===== config.mk =====
export PLATFORM = sky130hd
export DESIGN_NAME = mem_stage
export DESIGN_NICKNAME = d
export VERILOG_FILES = /design/src/rtl/mem_stage_pkg.sv /design/src/rtl/mem_stage_wait_timer.sv /design/src/rtl/mem_stage.sv
export SDC_FILE = /design/constraint.sdc
export NUM_CORES = 1
export LEC_CHECK = 0
export CAP_MARGIN = 0
export CORE_MARGIN = 1.5
export CORE_UTILIZATION = 25
export DETAILED_ROUTE_END_ITERATION = 10
export PLACE_DENSITY = 0.52
export SYNTH_ARGS = -nofsm -noshare
export SYNTH_HDL_FRONTEND = slang
export SYNTH_HIERARCHICAL = 1
export SYNTH_SLANG_ARGS = --single-unit

===== constraint.sdc =====
create_clock -name clk -period 3.9 [get_ports clk]
set_clock_uncertainty 0.05 [all_clocks]
set_input_delay 0.39 -clock clk [delete_from_list [all_inputs] [get_ports clk]]
set_output_delay 0.39 -clock clk [all_outputs]
set_load 0.03 [all_outputs]

===== src/rtl/mem_stage_pkg.sv =====
// Shared MEM-stage constants: payload widths, FSM encoding and bubble values.
package mem_stage_pkg;

  localparam int unsigned WbW    = 4;
  localparam int unsigned AluW   = 64;
  localparam int unsigned DestW  = 5;
  localparam int unsigned FloatW = 2;
  localparam int unsigned AddrW  = 32;

  typedef enum logic [1:0] {
    StIdle = 2'd0,
    StBusy = 2'd1,
    StDone = 2'd2
  } mem_state_e;

  localparam logic [WbW-1:0] BubbleWb   = '0;
  localparam logic           BubbleCtrl = 1'b0;

endpackage


===== src/rtl/mem_stage_wait_timer.sv =====
// Counts data-memory wait cycles; expired marks the last cycle an ack may still arrive.
module mem_wait_timer #(
  parameter int unsigned TIMEOUT = 15,
  parameter int unsigned CNT_W   = $clog2(TIMEOUT + 1)
) (
  input  logic             clk,
  input  logic             rst,
  input  logic             clear,
  input  logic             enable,
  output logic [CNT_W-1:0] count,
  output logic             expired
);

  logic [CNT_W-1:0] r_count;

  always_ff @(posedge clk) begin
    if (rst || clear) begin
      r_count <= '0;
    end else if (enable) begin
      r_count <= r_count + 1'b1;
    end
  end

  assign count   = r_count;
  assign expired = (r_count == CNT_W'(TIMEOUT - 1));

endmodule


===== src/rtl/mem_stage.sv =====
// MEM pipeline stage: passes ALU ops through, runs loads/stores over a req/ack port with timeout.
module mem_stage
  import mem_stage_pkg::*;
#(
  parameter int unsigned DATA_W  = 32,
  parameter int unsigned TIMEOUT = 15
) (
  input  logic              clk,
  input  logic              rst,
  input  logic [WbW-1:0]    wb_in,
  input  logic [AluW-1:0]   alu_res_in,
  input  logic [DestW-1:0]  dest_in,
  input  logic [FloatW-1:0] float_in,
  input  logic [DATA_W-1:0] store_data_in,
  input  logic              mem_read_in,
  input  logic              mem_write_in,
  input  logic              reg_write_in,
  output logic              dmem_req,
  output logic              dmem_we,
  output logic [AddrW-1:0]  dmem_addr,
  output logic [DATA_W-1:0] dmem_wdata,
  input  logic [DATA_W-1:0] dmem_rdata,
  input  logic              dmem_ack,
  output logic [WbW-1:0]    wb_out,
  output logic [DATA_W-1:0] mem_data_out,
  output logic [AluW-1:0]   alu_res_out,
  output logic [DestW-1:0]  dest_out,
  output logic [FloatW-1:0] float_out,
  output logic              alu_mem_read_out,
  output logic              alu_RegWrite_out,
  output logic              stall,
  output logic              mem_err
);

  localparam int unsigned CntW = $clog2(TIMEOUT + 1);

  mem_state_e        r_state;
  logic [WbW-1:0]    r_wb;
  logic [AluW-1:0]   r_alu;
  logic [DestW-1:0]  r_dest;
  logic [FloatW-1:0] r_float;
  logic [DATA_W-1:0] r_wdata;
  logic [DATA_W-1:0] r_rdata;
  logic              r_we;
  logic              r_mem_read;
  logic              r_reg_write;
  logic              r_timed_out;

  logic              w_mem_op;
  logic              w_start;
  logic              w_wait;
  logic              w_expired;
  logic [CntW-1:0]   w_unused_wait_cnt;

  assign w_mem_op = mem_read_in | mem_write_in;
  assign w_start  = (r_state == StIdle) && w_mem_op;
  assign w_wait   = (r_state == StBusy) && !dmem_ack;

  mem_wait_timer #(
    .TIMEOUT(TIMEOUT),
    .CNT_W  (CntW)
  ) u_wait_timer (
    .clk    (clk),
    .rst    (rst),
    .clear  (w_start),
    .enable (w_wait),
    .count  (w_unused_wait_cnt),
    .expired(w_expired)
  );

  always_ff @(posedge clk) begin
    if (rst) begin
      r_state     <= StIdle;
      r_wb        <= '0;
      r_alu       <= '0;
      r_dest      <= '0;
      r_float     <= '0;
      r_wdata     <= '0;
      r_rdata     <= '0;
      r_we        <= 1'b0;
      r_mem_read  <= 1'b0;
      r_reg_write <= 1'b0;
      r_timed_out <= 1'b0;
    end else begin
      case (r_state)
        StIdle: begin
          if (w_mem_op) begin
            r_wb        <= wb_in;
            r_alu       <= alu_res_in;
            r_dest      <= dest_in;
            r_float     <= float_in;
            r_wdata     <= store_data_in;
            // Read+write together is a store.
            r_we        <= mem_write_in;
            r_mem_read  <= mem_read_in & ~mem_write_in;
            r_reg_write <= reg_write_in;
            r_rdata     <= '0;
            r_timed_out <= 1'b0;
            r_state     <= StBusy;
          end
        end
        StBusy: begin
          // An ack on the final wait cycle beats the timeout.
          if (dmem_ack) begin
            r_rdata <= r_we ? '0 : dmem_rdata;
            r_state <= StDone;
          end else if (w_expired) begin
            r_timed_out <= 1'b1;
            r_state     <= StDone;
          end
        end
        StDone:  r_state <= StIdle;
        default: r_state <= StIdle;
      endcase
    end
  end

  assign dmem_we    = r_we;
  assign dmem_addr  = r_alu[AddrW-1:0];
  assign dmem_wdata = r_wdata;

  always_comb begin
    stall            = 1'b0;
    dmem_req         = 1'b0;
    mem_err          = 1'b0;
    wb_out           = BubbleWb;
    mem_data_out     = '0;
    alu_res_out      = '0;
    dest_out         = '0;
    float_out        = '0;
    alu_mem_read_out = BubbleCtrl;
    alu_RegWrite_out = BubbleCtrl;
    if (!rst) begin
      unique case (r_state)
        StIdle: begin
          if (w_mem_op) begin
            stall = 1'b1;
          end else begin
            wb_out           = wb_in;
            alu_res_out      = alu_res_in;
            dest_out         = dest_in;
            float_out        = float_in;
            alu_mem_read_out = mem_read_in;
            alu_RegWrite_out = reg_write_in;
          end
        end
        StBusy: begin
          stall    = 1'b1;
          dmem_req = 1'b1;
          mem_err  = w_wait && w_expired;
        end
        StDone: begin
          wb_out           = r_wb;
          mem_data_out     = r_rdata;
          alu_res_out      = r_alu;
          dest_out         = r_dest;
          float_out        = r_float;
          alu_mem_read_out = r_mem_read;
          alu_RegWrite_out = r_reg_write & ~r_timed_out;
        end
        default: ;
      endcase
    end
  end

endmodule

Yosys cells after proc, flatten, opt, wreduce, memory -nomap -nowiden
Index checks and enable logic that the tools add are counted.

operators by class
  $add $sub $neg = 1
  equality and inequality tests = 8
  mux-type cells = 39
  bitwise operators = 5
  reductions and logical operators = 11

operators by type and width
  operator                                              number
  two-way mux 32 bit                                    5
  two-way mux 64 bit                                    2
  one-hot mux 64 bit (2 select lines)                   1
  one-hot mux 32 bit (2 select lines)                   1
  two-way mux 1 bit                                     13
  two-way mux 2 bit                                     5
  two-way mux 5 bit                                     2
  one-hot mux 5 bit (2 select lines)                    1
  two-way mux 4 bit                                     2
  != test 2 bit (second input constant)                 4
  one-hot mux 1 bit (2 select lines)                    4
  one-hot mux 2 bit (2 select lines)                    2
  one-hot mux 4 bit (2 select lines)                    1
  adder 4 x 1 -> 4 bit (second input constant)          1
  equality test 4 bit (second input constant)           1
  AND reduction 2 bit                                   2
  AND reduction 4 bit                                   1
  logical AND 1 bit                                     3
  != test 3 bit (second input constant)                 1
  AND reduction 3 bit                                   1
  bitwise AND 1 bit                                     2
  equality test 2 x 1 -> 1 bit (second input constant)  1
  equality test 2 bit (second input constant)           1
  zero test 2 bit                                       1
  5 further kinds                                       6

storage, ports and cells
  flip-flop bits (word level) = 149
  bits of input ports = 145
  word-level logic and storage cells = 76

Longest topological paths before layout
Gate-level depths: netlist (run 1).

  word-level depth = 5
  gate-level depth with buffers = 8

Modules after synthesis
Netlist (run 1), hierarchy kept.

modules (own cells, without submodules)
  module          instances  cells an instance  area an instance (µm²)  seq. area each (µm²)
  mem_stage       1          913                7,184.4                 2,902.8
  mem_wait_timer  1          20                 197.7                   80.1

Worst setup path before layout (run 1)
OpenSTA, ideal clock, no wires.

  path type = reg2out
  start = reg r_state[0]
  end = out mem_err
  arrival time = 1.638 ns
  required time = 3.460 ns
  setup slack = 1.822 ns
  cell stages (with the launch flop) = 5
  buffers on the path = 1
  path through = dfxtp_1 buf_2 nor3b_1 nand2_1 nor2_1

between the ends
  longest elaborated chain between the ends = 5

ends and longest elaborated chain
  what                          RTL line          source
  start, declared               mem_stage.sv:37   mem_state_e r_state;
  start signal, assigned        mem_stage.sv:73   r_state <= StIdle;
  start signal, assigned        mem_stage.sv:99   r_state <= StBusy;
  start signal, assigned        mem_stage.sv:106  r_state <= StDone;
  equality test 2 x 1 -> 1 bit  mem_stage.sv:57   assign w_wait = (r_state == StBusy) && !dmem_ack;
  logical AND 1 bit             mem_stage.sv:57
  named net w_wait              mem_stage.sv:51   logic w_wait;
  logical AND 1 bit             mem_stage.sv:150  mem_err = w_wait && w_expired;
  two-way mux 1 bit             mem_stage.sv:134  unique case (r_state)
  two-way mux 1 bit             mem_stage.sv:133  if (!rst) begin
  end, declared                 mem_stage.sv:32   output logic mem_err

The timed path passes the listed nets, and every way through them passes these cells.

Worst setup path in the final report (run 1)
  start = reg r_state[1]
  end = out alu_res_out[20]

between the ends
  longest elaborated chain between the ends = 3
  elaborated cells between the ends (all ways) = 4

ends and longest elaborated chain
  what                                                    RTL line          source
  equality test 2 bit or zero test 2 bit (tied branches)  mem_stage.sv:134
  one-hot mux 64 bit (2 select lines) (*)                 mem_stage.sv:134
  two-way mux 64 bit (*)                                  mem_stage.sv:133
  end, declared                                           mem_stage.sv:26   output logic [AluW-1:0] alu_res_out,

Mark *: on every way between the ends. The rest lies on a longest branch, timed or not.

==> impl_table.tex, run 1 <==
\begin{tabular}{lr}
\hline
Metric & Value \\
\hline
\multicolumn{2}{l}{\textbf{Run status}} \\
\quad Result of the run & finished clean \\
\multicolumn{2}{l}{\textbf{Layout}} \\
\quad Synth-to-Final Area Change & 51.6\% \\
\quad Layout Nets & 1308 \\
\quad Most common cell after layout, fill and taps aside & sky130\_fd\_sc\_hd\_\_clkdlybuf4s50\_1 \\
\quad Total non-filler cell area in the finished layout & 11200 um2 \\
\quad Leading cell types in the layout, fill and taps excluded & 320 x sky130\_fd\_sc\_hd\_\_clkdlybuf4s50\_1, 149 x sky130\_fd\_sc\_hd\_\_dfxtp\_1, 113 x sky130\_fd\_sc\_hd\_\_a21oi\_1 \\
\quad Fraction of layout cells with a size suffix above 1 & $\sim$5\% \\
\quad Area occupied by registers & just under 3000 um2 \\
\quad Filler cell count & $\sim$3000 \\
\quad Area of the multi-input gates & 3670 um2 \\
\multicolumn{2}{l}{\textbf{Clock network}} \\
\quad Number of buffers on the longest clock path & 2 \\
\quad CTS tree & yes \\
\quad H-tree level count & 4 \\
\quad Clk sinks & around 150 \\
\quad Post-cts resize count & 0 \\
\quad Hold buffers post-CTS & 0 \\
\quad Clock latency on the worst-skew pair & between 0.4 and 0.5 ns \\
\quad Clock buffers created by TritonCTS & 17 \\
\quad Clock root cell & sky130\_fd\_sc\_hd\_\_clkbuf\_16 \\
\quad Number of post-CTS setup repair buffers & 0 \\
\quad Worst-path clk slew & around 0.060 ns \\
\multicolumn{2}{l}{\textbf{STA}} \\
\quad Remaining max-slew budget at the tightest pin & 44.9\% \\
\quad Hold slack & 0.416 ns \\
\quad Unrepaired setup endpoints after global routing & no \\
\quad Time the worst path needs with I/O delays and setup & 3.45 ns \\
\quad Post-route setup TNS & 0 ns \\
\quad Worst Tran Pin Value & a little over 0.8 ns \\
\quad Post-route fraction of the period consumed by the critical path & between 80\% and 90\% \\
\quad Count of endpoints failing hold in the final timing report & 0 \\
\quad Number of pins exceeding their max-slew limit in the final report & 0 \\
\quad Maximum clock frequency & 290 MHz \\
\quad Final setup violation count & 0 \\
\multicolumn{2}{l}{\textbf{Floorplanning}} \\
\quad Number of placement rows & 62 \\
\quad Starting density of the core & 25.6\% \\
\quad Die Outline Area & $\sim$30000 um2 \\
\quad Number of placed I/O pins & 322 \\
\quad Die extent in y & around 170 um \\
\quad Core box area & 28900 um2 \\
\quad Width of the chip & 175 um \\
\multicolumn{2}{l}{\textbf{Critical path}} \\
\quad Endpoint class of the critical path & output pin \\
\quad CP Class & flop to output pin \\
\quad Signal arrival time at the worst endpoint & around 3.0 ns \\
\quad Critical path launch point type & flop \\
\quad Required time of the critical path & 3.46 ns \\
\quad Critical path peak fanout & 66 \\
\multicolumn{2}{l}{\textbf{Synthesis}} \\
\quad Area share of the largest cell type after synthesis & 40.4\% \\
\quad Per-instance average area after synthesis & 7.91 um2 \\
\quad Syn Nets & 1080 \\
\quad Ys async rst share & 0\% \\
\quad Post-synth EDFFs & 0 \\
\quad Total number of yosys warnings & 6 \\
\quad Number of unique standard cell types used by synthesis & 39 \\
\quad Biggest area contributors in the synthesized netlist & sky130\_fd\_sc\_hd\_\_dfxtp\_1 40\%, sky130\_fd\_sc\_hd\_\_a21oi\_1 7.7\%, sky130\_fd\_sc\_hd\_\_a22oi\_1 7.6\% \\
\quad Primary flip-flop cell chosen by synthesis mapping & sky130\_fd\_sc\_hd\_\_dfxtp\_1 \\
\quad Sequential element share of the synthesized area & between 40\% and 50\% \\
\quad Synthesized instance count & 933 \\
\quad Register bit total from synthesis & 149 \\
\quad Largest area contributor in the netlist & sky130\_fd\_sc\_hd\_\_dfxtp\_1 \\
\quad Area of the mapped netlist & 7380 um2 \\
\multicolumn{2}{l}{\textbf{Route}} \\
\quad Detailed-route via count & 7574 \\
\quad DRT Pass-1 Iters & 5 \\
\quad Number of vias per cell after detailed routing & 4.86 \\
\quad Final antenna-violating net count & 0 \\
\quad Wirelength per Cell & 18.0 um \\
\quad Initial DRC Count & around 530 \\
\quad Total wire length after detailed routing & 28.0 mm \\
\quad Number of remaining DRC errors & 0 \\
\multicolumn{2}{l}{\textbf{Global route}} \\
\quad Total global-route track usage & between 10\% and 20\% \\
\quad Antenna violations before repair & 1 \\
\quad Maximum number of pins on one net before global-route repair & 81 \\
\quad Global-route wire length before repair & 43.1 mm \\
\quad Number of global-route vias before repair & approximately 7300 \\
\quad GRT Residual Overflow & 0 \\
\multicolumn{2}{l}{\textbf{Power}} \\
\quad Highest ir drop seen on vdd & 231 uV \\
\quad Power per Cell Area & approximately 400 nW/um2 \\
\quad Reported leakage power & about 3.9 nW \\
\quad Final total power & 4.48 mW \\
\multicolumn{2}{l}{\textbf{Placed design}} \\
\quad Count of buffers inserted at the top-level ports & around 320 \\
\quad Hpwl dp & 17.8 mm \\
\quad Post-DP Area & between 10000 and 15000 um2 \\
\quad Global placement routability congestion & 0.777 \\
\multicolumn{2}{l}{\textbf{Run}} \\
\quad Max-cap viol count & 0 \\
\multicolumn{2}{l}{\textbf{Worst hold path}} \\
\quad Worst Hold Class & primary input to flop \\
\hline
\end{tabular}
## routing by layer
metal	track usage (%)	part of all wire, %	vias to the layer above
li1	-	-	3698
met1	23.8	46	3643
met2	28.5	48	212
met3	3.72	4.9	21
met4	5.52	1.9	0
met5	0	0	-
## sequential cells by signal (all words and copies together), names as in the netlist
signal and cells:
r_mem_read 1, r_dest 5, r_alu 64, r_float 2, r_reg_write 1, r_timed_out 1
dmem_wdata 32, dmem_we 1, r_rdata 32, r_wb 4, r_state 2, u_wait_timer/count 4
## synth_stat cells (3+ instances only)
| master | count |
|---|---|
| sky130_fd_sc_hd__nor2_1 | 80 |
| sky130_fd_sc_hd__dfxtp_1 | 149 |
| sky130_fd_sc_hd__clkbuf_1 | 41 |
| sky130_fd_sc_hd__inv_1 | 4 |
| sky130_fd_sc_hd__nand2_1 | 35 |
| sky130_fd_sc_hd__mux2i_1 | 32 |
| sky130_fd_sc_hd__buf_6 | 4 |
| sky130_fd_sc_hd__nand2b_1 | 33 |
| sky130_fd_sc_hd__or2_1 | 3 |
| sky130_fd_sc_hd__a22oi_1 | 75 |
| sky130_fd_sc_hd__nand3_1 | 108 |
| sky130_fd_sc_hd__a21oi_1 | 113 |
| sky130_fd_sc_hd__o21ai_0 | 109 |
| sky130_fd_sc_hd__nor3b_1 | 3 |
| sky130_fd_sc_hd__buf_2 | 40 |
| sky130_fd_sc_hd__clkbuf_2 | 4 |
| sky130_fd_sc_hd__and2_1 | 33 |
| sky130_fd_sc_hd__buf_4 | 42 |
## worst max-delay path, stage by stage, from the launching register on
cell	delay, ns
sky130_fd_sc_hd__dfxtp_1	0.66
sky130_fd_sc_hd__nor2b_4	0.48
sky130_fd_sc_hd__buf_12	0.33
sky130_fd_sc_hd__a22oi_1	0.16
sky130_fd_sc_hd__nor2_1	0.18
sky130_fd_sc_hd__clkdlybuf4s50_1	0.70
## where the power goes
| part | switching [mW] | internal, mW |
|---|---|---|
| registers | 0.0651 | 1.63 |
| clock network | 0.674 | 1.14 |
| logic | 0.554 | 0.408 |
## final cells by class
type | instances | share of cell area [%]
Clock inverter | 10 | 1.61
Multi-Input combinational cell | 648 | 32.8
Inverter | 4 | 0.134
Tap cell | 384 | 4.29
Sequential cell | 149 | 26.7
Timing Repair Buffer | 341 | 30.5
Clock buffer | 20 | 3.99
Antenna cell | 1 | 0.0224
## cell families after synthesis
| group | after synthesis | share of synthesized area (%) |
|---|---|---|
| mux | 33 | 4.49 |
| fa+ha+maj | 2 | 0.339 |
| compound gates | 303 | 23.3 |
| buf+inv | 136 | 10.2 |
| flops | 149 | 40.4 |
| xor+xnor | 1 | 0.119 |
| simple gates | 309 | 21.1 |
## final timing paths
path                                         to  cells past startpoint  slack, ns  startpoint
worst max register to register   dmem_wdata[31]                      4       1.74  r_state[1]
worst min register to register       r_rdata[7]                      2       0.42  r_rdata[7]
worst min-delay path                   r_alu[1]                      2       0.42         rst
worst max-delay path            alu_res_out[20]                      5       0.45  r_state[1]
## stage by stage
stage | util (%) | instances | setup slack, ns
5_1_grt | 38.8 | 1557 | 0.300
3_5_place_dp | 36.6 | 1526 | 0.737
4_1_cts | 38.8 | 1556 | 0.450
2_1_floorplan | - | 933 | 1.82
3_3_place_gp | 36.6 | 1526 | 0.772
6_report | 38.8 | 1557 | 0.453
Note: power is estimated with default switching activity, not from simulation.
==> inputs of run 2 (changes only) <==
ABC_AREA = 1   (was not set)
PLACE_DENSITY = not set   (was 0.52)
SYNTH_HIERARCHICAL = not set   (was 1)
==> run 2 against run 1 <==
  * Combinational power up 38%
  * Routed wire length down 9.8%
  * Die area down 1.0%
  * Maximum frequency up 1.6%
  * Cell count up 13%
  * First-iteration DRC count down 4.4%
  * Critical path type unchanged
  * Largest cell class unchanged
  * Largest power group is now sequential cells
  * Highest routed layer unchanged
==> impl_table.tex, run 2 <==
\begin{tabular}{lr}
\hline
Metric & Value \\
\hline
\multicolumn{2}{l}{\textbf{Critical path}} \\
\quad Signal arrival time at the worst endpoint & 2.95 ns (was 3.01 ns) \\
\quad Number of cell instances on the worst register-to-register path & 7 (was 4) \\
\quad Worst R2R Start & r\_state[1] (unchanged) \\
\quad Required time of the critical path & 3.46 ns (about the same) \\
\quad CP Class & flop to output pin (unchanged) \\
\quad Critical path launch point type & flop (unchanged) \\
\quad Critical path peak fanout & 33 (was 66) \\
\quad Minimum setup slack among reg-to-reg paths & 1.34 ns (was 1.74 ns) \\
\quad Reg-to-Reg End & r\_rdata[29] (was dmem\_wdata[31]) \\
\quad Endpoint class of the critical path & output pin (unchanged) \\
\multicolumn{2}{l}{\textbf{Floorplanning}} \\
\quad Die Outline Area & 30300 um2 (was 30600 um2) \\
\quad Number of placement rows & 62 (unchanged) \\
\quad Number of placed I/O pins & 322 (unchanged) \\
\quad Die extent in y & 174 um (was 175 um) \\
\quad Core box area & 28700 um2 (was 28900 um2) \\
\quad Width of the chip & 174 um (was 175 um) \\
\quad Starting density of the core & 25.5\% (was 25.6\%) \\
\multicolumn{2}{l}{\textbf{STA}} \\
\quad Final setup violation count & 0 (unchanged) \\
\quad Count of endpoints failing hold in the final timing report & 0 (unchanged) \\
\quad Unrepaired setup endpoints after global routing & no (unchanged) \\
\quad Worst Tran Pin Value & 1.17 ns (was 0.826 ns) \\
\quad Post-route setup TNS & 0 ns (unchanged) \\
\quad Maximum clock frequency & 295 MHz (was 290 MHz) \\
\quad Post-route fraction of the period consumed by the critical path & 87.0\% (was 88.4\%) \\
\quad Remaining max-slew budget at the tightest pin & 21.4\% (was 44.9\%) \\
\quad Number of pins exceeding their max-slew limit in the final report & 0 (unchanged) \\
\quad Time the worst path needs with I/O delays and setup & 3.39 ns (was 3.45 ns) \\
\multicolumn{2}{l}{\textbf{Run}} \\
\quad Max-cap viol count & 0 (unchanged) \\
\multicolumn{2}{l}{\textbf{Clock network}} \\
\quad CTS tree & yes (unchanged) \\
\quad Clock root cell & sky130\_fd\_sc\_hd\_\_clkbuf\_16 (unchanged) \\
\quad Clk sinks & 149 (unchanged) \\
\quad Number of post-CTS setup repair buffers & 0 (unchanged) \\
\quad Clock buffers created by TritonCTS & 17 (unchanged) \\
\quad Hold buffers post-CTS & 0 (unchanged) \\
\quad H-tree level count & 4 (unchanged) \\
\quad Worst-path clk slew & 0.06 ns (about the same) \\
\quad Post-cts resize count & 0 (unchanged) \\
\quad Clock latency on the worst-skew pair & 0.41 ns (was 0.42 ns) \\
\quad Number of buffers on the longest clock path & 2 (unchanged) \\
\multicolumn{2}{l}{\textbf{Synthesis}} \\
\quad Syn Nets & 1288 (was 1080) \\
\quad Post-synth EDFFs & 0 (unchanged) \\
\quad Main combinational cell family by area after synthesis & simple AND/OR/NAND/NOR gates (was compound AO/OA/AOI/OAI gates) \\
\quad Sequential element share of the synthesized area & 40.8\% (was 40.4\%) \\
\quad Count leader, synth & sky130\_fd\_sc\_hd\_\_nor2\_1 (was sky130\_fd\_sc\_hd\_\_dfxtp\_1) \\
\quad Register bit total from synthesis & 149 (unchanged) \\
\quad Adder-cell share of the synthesized area & 0.343\% (was 0.339\%) \\
\quad Synthesized-area fraction occupied by ao, oa, aoi and oai cells & 15.5\% (was 23.3\%) \\
\quad Simple-gate portion of the synthesized area & 32.1\% (was 21.1\%) \\
\quad Per-instance average area after synthesis & 6.40 um2 (was 7.91 um2) \\
\quad Largest area contributor in the netlist & sky130\_fd\_sc\_hd\_\_dfxtp\_1 (unchanged) \\
\quad Post-synthesis xor/xnor area fraction & 0\% (was 0.119\%) \\
\quad Area of the mapped netlist & 7310 um2 (was 7380 um2) \\
\quad Area share of the largest cell type after synthesis & 40.8\% (was 40.4\%) \\
\quad Multiplexer share of the synthesized area & 0\% (was 4.49\%) \\
\quad Most common library cells after synthesis & 288 x sky130\_fd\_sc\_hd\_\_nor2\_1, 231 x sky130\_fd\_sc\_hd\_\_nand2\_1, 149 x sky130\_fd\_sc\_hd\_\_dfxtp\_1, 116 x sky130\_fd\_sc\_hd\_\_a21oi\_1, 78 x sky130\_fd\_sc\_hd\_\_o21ai\_1 (was 149 x sky130\_fd\_sc\_hd\_\_dfxtp\_1, 113 x sky130\_fd\_sc\_hd\_\_a21oi\_1, 109 x sky130\_fd\_sc\_hd\_\_o21ai\_0, 108 x sky130\_fd\_sc\_hd\_\_nand3\_1, 80 x sky130\_fd\_sc\_hd\_\_nor2\_1) \\
\quad Synthesized instance count & 1141 (was 933) \\
\quad Total number of yosys warnings & 0 (was 6) \\
\quad Ys async rst share & 0\% (unchanged) \\
\quad Number of unique standard cell types used by synthesis & 19 (was 39) \\
\quad Biggest area contributors in the synthesized netlist & sky130\_fd\_sc\_hd\_\_dfxtp\_1 41\%, sky130\_fd\_sc\_hd\_\_nor2\_1 15\%, sky130\_fd\_sc\_hd\_\_nand2\_1 12\% (was sky130\_fd\_sc\_hd\_\_dfxtp\_1 40\%, sky130\_fd\_sc\_hd\_\_a21oi\_1 7.7\%, sky130\_fd\_sc\_hd\_\_a22oi\_1 7.6\%) \\
\quad Primary flip-flop cell chosen by synthesis mapping & sky130\_fd\_sc\_hd\_\_dfxtp\_1 (unchanged) \\
\multicolumn{2}{l}{\textbf{Route}} \\
\quad Number of remaining DRC errors & 0 (unchanged) \\
\quad Initial DRC Count & 505 (was 528) \\
\quad Wirelength per Cell & 14.3 um (was 18.0 um) \\
\quad Detailed-route via count & 7850 (was 7574) \\
\quad Number of vias per cell after detailed routing & 4.45 (was 4.86) \\
\quad DRT Pass-1 Iters & 5 (unchanged) \\
\quad Total wire length after detailed routing & 25.2 mm (was 28.0 mm) \\
\quad Final antenna-violating net count & 0 (unchanged) \\
\multicolumn{2}{l}{\textbf{Placed design}} \\
\quad Global placement routability congestion & 0.818 (was 0.777) \\
\quad Count of buffers inserted at the top-level ports & 321 (unchanged) \\
\quad Cell count after placement & 1734 (was 1526) \\
\quad Hpwl dp & 16.0 mm (was 17.8 mm) \\
\multicolumn{2}{l}{\textbf{Global route}} \\
\quad Maximum number of pins on one net before global-route repair & 143 (was 81) \\
\quad Total global-route track usage & 16.7\% (was 17.8\%) \\
\quad Number of global-route vias before repair & 7556 (was 7321) \\
\quad Global-route wire length before repair & 41.0 mm (was 43.1 mm) \\
\quad GRT Residual Overflow & 0 (unchanged) \\
\quad Antenna violations before repair & 0 (was 1) \\
\multicolumn{2}{l}{\textbf{Power}} \\
\quad Reported leakage power & 4.23 nW (was 3.95 nW) \\
\quad Clk network pwr share & 36.6\% (was 40.6\%) \\
\quad Highest ir drop seen on vdd & 233 uV (was 231 uV) \\
\quad Internal Dissipation & 3.27 mW (was 3.18 mW) \\
\quad Power per Cell Area & 443 nW/um2 (was 400 nW/um2) \\
\quad Net switching power & 1.66 mW (was 1.29 mW) \\
\quad Portion of total power attributed to combinational logic & 27.0\% (was 21.5\%) \\
\quad Fraction of power spent switching nets & 33.6\% (was 28.9\%) \\
\quad Seq pwr share & 36.4\% (was 37.9\%) \\
\multicolumn{2}{l}{\textbf{Worst hold path}} \\
\quad Worst-case hold path end point & u\_wait\_timer.count[3] (was r\_alu[1]) \\
\quad Hold-critical path depth & 2 (unchanged) \\
\quad Startpoint of the lowest-slack hold path & u\_wait\_timer.count[3] (was rst) \\
\quad Worst Hold Class & flop to flop (was primary input to flop) \\
\multicolumn{2}{l}{\textbf{Layout}} \\
\quad Register with the highest flop count & r\_alu (unchanged) \\
\quad Fraction of layout cells with a size suffix above 1 & 3.84\% (was 5.12\%) \\
\quad Number of standard cells in the final layout excluding fillers & 1766 (was 1557) \\
\quad Leading cell types in the layout, fill and taps excluded & 320 x sky130\_fd\_sc\_hd\_\_clkdlybuf4s50\_1, 288 x sky130\_fd\_sc\_hd\_\_nor2\_1, 231 x sky130\_fd\_sc\_hd\_\_nand2\_1 (was 320 x sky130\_fd\_sc\_hd\_\_clkdlybuf4s50\_1, 149 x sky130\_fd\_sc\_hd\_\_dfxtp\_1, 113 x sky130\_fd\_sc\_hd\_\_a21oi\_1) \\
\quad Filler cell count & 2990 (was 3013) \\
\quad Synth-to-Final Area Change & 52.5\% (was 51.6\%) \\
\quad Area of the multi-input gates & 3530 um2 (was 3670 um2) \\
\quad Area occupied by registers & 2980 um2 (unchanged) \\
\quad Max FFs per register & 64 (unchanged) \\
\quad Layout Nets & 1516 (was 1308) \\
\quad Most common cell after layout, fill and taps aside & sky130\_fd\_sc\_hd\_\_clkdlybuf4s50\_1 (unchanged) \\
\quad Antenna diode instance count & 0 (was 1) \\
\multicolumn{2}{l}{\textbf{Run status}} \\
\quad Result of the run & finished clean (unchanged) \\
\hline
\end{tabular}
==> run 2: kinds of logic after synthesis <==
logic type	after synthesis
fa+ha+maj	2
buf+inv	168
compound gates	226
flops	149
simple gates	596
==> run 2: layout make-up <==
class,instances,share of cell area (%)
clock buffers,17,3.82
clock inverters,15,1.81
inverters,47,1.62
multi-input cells,824,31.7
flip-flops and latches,149,26.8
well taps,384,4.31
repair buffers,330,30.0
==> run 2: how the worst max path moves through the flow <==
stage / from / end / slack, ns / cells past startpoint
after floorplan: r_state[1] / mem_data_out[22] / 1.92 / 5
after global placement: mem_write_in / alu_res_out[48] / 0.64 / 8
after detailed placement: mem_write_in / dest_out[3] / 0.65 / 8
after CTS: r_state[1] / mem_data_out[24] / 0.41 / 5
after global routing: r_state[1] / mem_data_out[24] / 0.26 / 5
final: r_state[1] / mem_data_out[24] / 0.51 / 5
==> run 2: through the flow <==
step	setup WS (ns)	hold WS [ns]	area [um2]	util [%]	total power [mW]
finish	0.506	0.430	11100	38.8	4.93
global route	0.258	0.455	11100	38.8	5.22
CTS	0.410	0.428	11100	38.8	5.01
detailed placement	0.654	0.421	10500	36.6	3.17
global placement	0.635	0.410	10500	36.6	3.15
floorplan	1.92	0.386	7310	-	2.68
==> run 2: power by group through the flow <==
stage                     combinational (mW)  clock, mW  sequential [mW]
after floorplan                        0.784          0             1.89
after global placement                  1.33          0             1.82
after detailed placement                1.34          0             1.83
after CTS                               1.34       1.87             1.80
after global routing                    1.47       1.93             1.82
final                                   1.33       1.80             1.80
==> run 2: critical path, cell delays in order (launching register included) <==
cell and delay (ns):
sky130_fd_sc_hd__dfxtp_1 0.37, sky130_fd_sc_hd__inv_1 0.11, sky130_fd_sc_hd__nor2_4 0.33, sky130_fd_sc_hd__inv_1 0.60
sky130_fd_sc_hd__nor3_1 0.37, sky130_fd_sc_hd__clkdlybuf4s50_1 0.74
==> run 2: routing by layer <==
metal / track usage [%] / vias to the layer above / share of wire, %
li1: - / 4051 / -
met1: 21.3 / 3549 / 45
met2: 27.3 / 229 / 46
met3: 4.79 / 21 / 6.7
met4: 4.67 / 0 / 1.7
met5: 0 / - / 0
==> inputs of run 3 (changes only) <==
SETUP_SLACK_MARGIN = 0.3   (was not set)
==> run 3 against run 2 <==
  * Clock-buffer cell count unchanged
  * Maximum frequency down 0.11%
  * Sequential share of layout area unchanged
  * Critical path depth unchanged
  * Utilization unchanged
  * Combinational power about the same
  * Die area unchanged
  * Via count up 0.74%
  * Critical path type unchanged
  * Largest cell class unchanged
  * Largest power group is now the clock network
==> impl_table.tex, run 3 (synthesis gave the netlist of run 2 again) <==
\begin{tabular}{lr}
\hline
Metric & Value \\
\hline
\multicolumn{2}{l}{\textbf{STA}} \\
\quad Unrepaired setup endpoints after global routing & yes (was no) \\
\quad Remaining max-slew budget at the tightest pin & 20.4\% (was 21.4\%) \\
\quad Worst Tran Pin Value & 1.19 ns (was 1.17 ns) \\
\quad Number of pins exceeding their max-slew limit in the final report & 0 (unchanged) \\
\quad Final setup violation count & 0 (unchanged) \\
\quad Final worst-path setup slack & 0.502 ns (was 0.506 ns) \\
\quad Post-route setup TNS & 0 ns (unchanged) \\
\quad Count of endpoints failing hold in the final timing report & 0 (unchanged) \\
\quad Time the worst path needs with I/O delays and setup & 3.40 ns (was 3.39 ns) \\
\quad Maximum clock frequency & 294 MHz (was 295 MHz) \\
\quad Post-route fraction of the period consumed by the critical path & 87.1\% (was 87.0\%) \\
\multicolumn{2}{l}{\textbf{Critical path}} \\
\quad Signal arrival time at the worst endpoint & 2.96 ns (was 2.95 ns) \\
\quad Critical path launch point type & flop (unchanged) \\
\quad CP Class & flop to output pin (unchanged) \\
\quad Cell Chain, Critical Path & inv\_1 -> nor2\_4 -> inv\_1 -> nor3\_1 -> clkdlybuf4s50\_1 (unchanged) \\
\quad Required time of the critical path & 3.46 ns (about the same) \\
\quad Largest incremental delay on the critical path & 0.74 ns (about the same) \\
\quad Minimum setup slack among reg-to-reg paths & 1.32 ns (was 1.34 ns) \\
\quad Reg-to-Reg End & r\_rdata[17] (was r\_rdata[29]) \\
\quad Critical path peak fanout & 33 (unchanged) \\
\quad Most prevalent standard cell on the critical path & sky130\_fd\_sc\_hd\_\_inv\_1 (unchanged) \\
\quad Endpoint class of the critical path & output pin (unchanged) \\
\quad Master of the slowest instance on the critical path & sky130\_fd\_sc\_hd\_\_clkdlybuf4s50\_1 (unchanged) \\
\quad Number of cell instances on the worst register-to-register path & 7 (unchanged) \\
\quad Worst R2R Start & r\_state[1] (unchanged) \\
\multicolumn{2}{l}{\textbf{Route}} \\
\quad Initial DRC Count & 502 (was 505) \\
\quad Number of remaining DRC errors & 0 (unchanged) \\
\quad Final antenna-violating net count & 0 (unchanged) \\
\quad Detailed-route via count & 7908 (was 7850) \\
\quad Number of vias per cell after detailed routing & 4.48 (was 4.45) \\
\quad Total wire length after detailed routing & 25.2 mm (about the same) \\
\quad DRT Pass-1 Iters & 4 (was 5) \\
\quad Wirelength per Cell & 14.3 um (about the same) \\
\multicolumn{2}{l}{\textbf{Layout}} \\
\quad Area of the multi-input gates & 3530 um2 (unchanged) \\
\quad Leading cell types in the layout, fill and taps excluded & 320 x sky130\_fd\_sc\_hd\_\_clkdlybuf4s50\_1, 288 x sky130\_fd\_sc\_hd\_\_nor2\_1, 231 x sky130\_fd\_sc\_hd\_\_nand2\_1 (unchanged) \\
\quad Filler cell count & 2990 (unchanged) \\
\quad Max FFs per register & 64 (unchanged) \\
\quad Register with the highest flop count & r\_alu (unchanged) \\
\quad Layout Nets & 1516 (unchanged) \\
\quad Synth-to-Final Area Change & 52.5\% (unchanged) \\
\quad Area occupied by registers & 2980 um2 (unchanged) \\
\quad Fraction of layout cells with a size suffix above 1 & 3.84\% (unchanged) \\
\quad Antenna diode instance count & 0 (unchanged) \\
\quad Most common cell after layout, fill and taps aside & sky130\_fd\_sc\_hd\_\_clkdlybuf4s50\_1 (unchanged) \\
\multicolumn{2}{l}{\textbf{Clock network}} \\
\quad Clock root cell & sky130\_fd\_sc\_hd\_\_clkbuf\_16 (unchanged) \\
\quad Worst-path clk slew & 0.06 ns (about the same) \\
\quad Clock buffers created by TritonCTS & 17 (unchanged) \\
\quad Number of buffers on the longest clock path & 2 (unchanged) \\
\quad Post-cts resize count & 0 (unchanged) \\
\quad H-tree level count & 4 (unchanged) \\
\quad Clk sinks & 149 (unchanged) \\
\quad Number of post-CTS setup repair buffers & 0 (unchanged) \\
\quad CTS tree & yes (unchanged) \\
\quad Hold buffers post-CTS & 0 (unchanged) \\
\quad Clock latency on the worst-skew pair & 0.41 ns (about the same) \\
\multicolumn{2}{l}{\textbf{Global route}} \\
\quad GRT Residual Overflow & 0 (unchanged) \\
\quad GR Layer Usage met2 & 27.3\% (unchanged) \\
\quad Number of global-route vias before repair & 7556 (unchanged) \\
\quad Met1 demand-to-capacity share in global routing & 21.3\% (unchanged) \\
\quad GRT Max-Usage Layer & met2 (unchanged) \\
\quad Global routing usage on met3 & 4.79\% (unchanged) \\
\quad Maximum number of pins on one net before global-route repair & 143 (unchanged) \\
\quad Global-route wire length before repair & 41.0 mm (unchanged) \\
\quad Total global-route track usage & 16.7\% (unchanged) \\
\quad Antenna violations before repair & 0 (unchanged) \\
\multicolumn{2}{l}{\textbf{Worst hold path}} \\
\quad Worst Hold Class & flop to flop (unchanged) \\
\quad Startpoint of the lowest-slack hold path & u\_wait\_timer.count[3] (unchanged) \\
\quad Worst-case hold path end point & u\_wait\_timer.count[3] (unchanged) \\
\quad Hold-critical path depth & 2 (unchanged) \\
\multicolumn{2}{l}{\textbf{Placed design}} \\
\quad Hpwl dp & 16.0 mm (unchanged) \\
\quad Pre-CTS setup slack & 0.654 ns (unchanged) \\
\quad Global placement routability congestion & 0.818 (unchanged) \\
\quad Count of buffers inserted at the top-level ports & 321 (unchanged) \\
\multicolumn{2}{l}{\textbf{Floorplanning}} \\
\quad Die extent in y & 174 um (unchanged) \\
\quad Width of the chip & 174 um (unchanged) \\
\quad Starting density of the core & 25.5\% (unchanged) \\
\quad Number of placed I/O pins & 322 (unchanged) \\
\quad Number of placement rows & 62 (unchanged) \\
\quad Core box area & 28700 um2 (unchanged) \\
\quad Die Outline Area & 30300 um2 (unchanged) \\
\multicolumn{2}{l}{\textbf{Power}} \\
\quad Fraction of power spent switching nets & 33.6\% (about the same) \\
\quad Seq pwr share & 36.4\% (about the same) \\
\quad Portion of total power attributed to combinational logic & 26.9\% (was 27.0\%) \\
\quad Power per Cell Area & 443 nW/um2 (about the same) \\
\quad Internal Dissipation & 3.27 mW (about the same) \\
\quad Net switching power & 1.66 mW (about the same) \\
\quad Reported leakage power & 4.23 nW (unchanged) \\
\quad Clk network pwr share & 36.6\% (about the same) \\
\quad Highest ir drop seen on vdd & 232 uV (was 233 uV) \\
\multicolumn{2}{l}{\textbf{Run}} \\
\quad Max-cap viol count & 0 (unchanged) \\
\multicolumn{2}{l}{\textbf{Run status}} \\
\quad Result of the run & finished clean (unchanged) \\
\hline
\end{tabular}
## run 3: cell counts in the layout (fill, tap and decap cells not counted)
Identical to the previous run, type by type.
## run 3: per-stage QoR
| step | instance area [um2] | util [%] | hold slack [ns] | std cells | power [mW] |
|---|---|---|---|---|---|
| 3_3_place_gp | 10500 | 36.6 | 0.410 | 1734 | 3.15 |
| 4_1_cts | 11100 | 38.8 | 0.428 | 1766 | 5.01 |
| 2_1_floorplan | 7310 | - | 0.386 | 1141 | 2.68 |
| 6_report | 11100 | 38.8 | 0.430 | 1766 | 4.93 |
| 5_1_grt | 11100 | 38.8 | 0.455 | 1766 | 5.22 |
| 3_5_place_dp | 10500 | 36.6 | 0.421 | 1734 | 3.17 |
## run 3: worst max-delay path: cells and delay by family (launching register included)
kind                   cells  cell delay, ns
buffers and inverters      3            1.45
and+or+nand+nor            2            0.70
DFF                        1            0.37
## run 3: power by group through the flow
stage | clock (mW) | sequential (mW) | combinational (mW)
finish | 1.81 | 1.80 | 1.33
floorplan | 0 | 1.89 | 0.784
global placement | 0 | 1.82 | 1.33
global route | 1.93 | 1.82 | 1.47
detailed placement | 0 | 1.83 | 1.34
CTS | 1.87 | 1.80 | 1.34
## run 3: cell type report
| class | instances | area share, % |
|---|---|---|
| clock buffers | 17 | 3.82 |
| clock inverters | 15 | 1.81 |
| inverters | 47 | 1.62 |
| multi-input cells | 824 | 31.7 |
| flip-flops and latches | 149 | 26.8 |
| well taps | 384 | 4.31 |
| repair buffers | 330 | 30.0 |
## run 3: metal layers
metal | up-vias | routed length, um
met3 | 21 | 1700
met5 | - | 0
met1 | 3597 | 11500
met4 | 0 | 425
li1 | 4052 | -
met2 | 238 | 11600
## run 3: worst max-delay path by stage
stage / from / to / slack [ns] / cells after the start
after floorplan: r_state[1] / mem_data_out[22] / 1.92 / 5
after global placement: mem_write_in / alu_res_out[48] / 0.64 / 8
after detailed placement: mem_write_in / dest_out[3] / 0.65 / 8
after CTS: r_state[1] / mem_data_out[24] / 0.41 / 5
after global routing: r_state[1] / mem_data_out[24] / 0.26 / 5
final: r_state[1] / mem_data_out[24] / 0.50 / 5
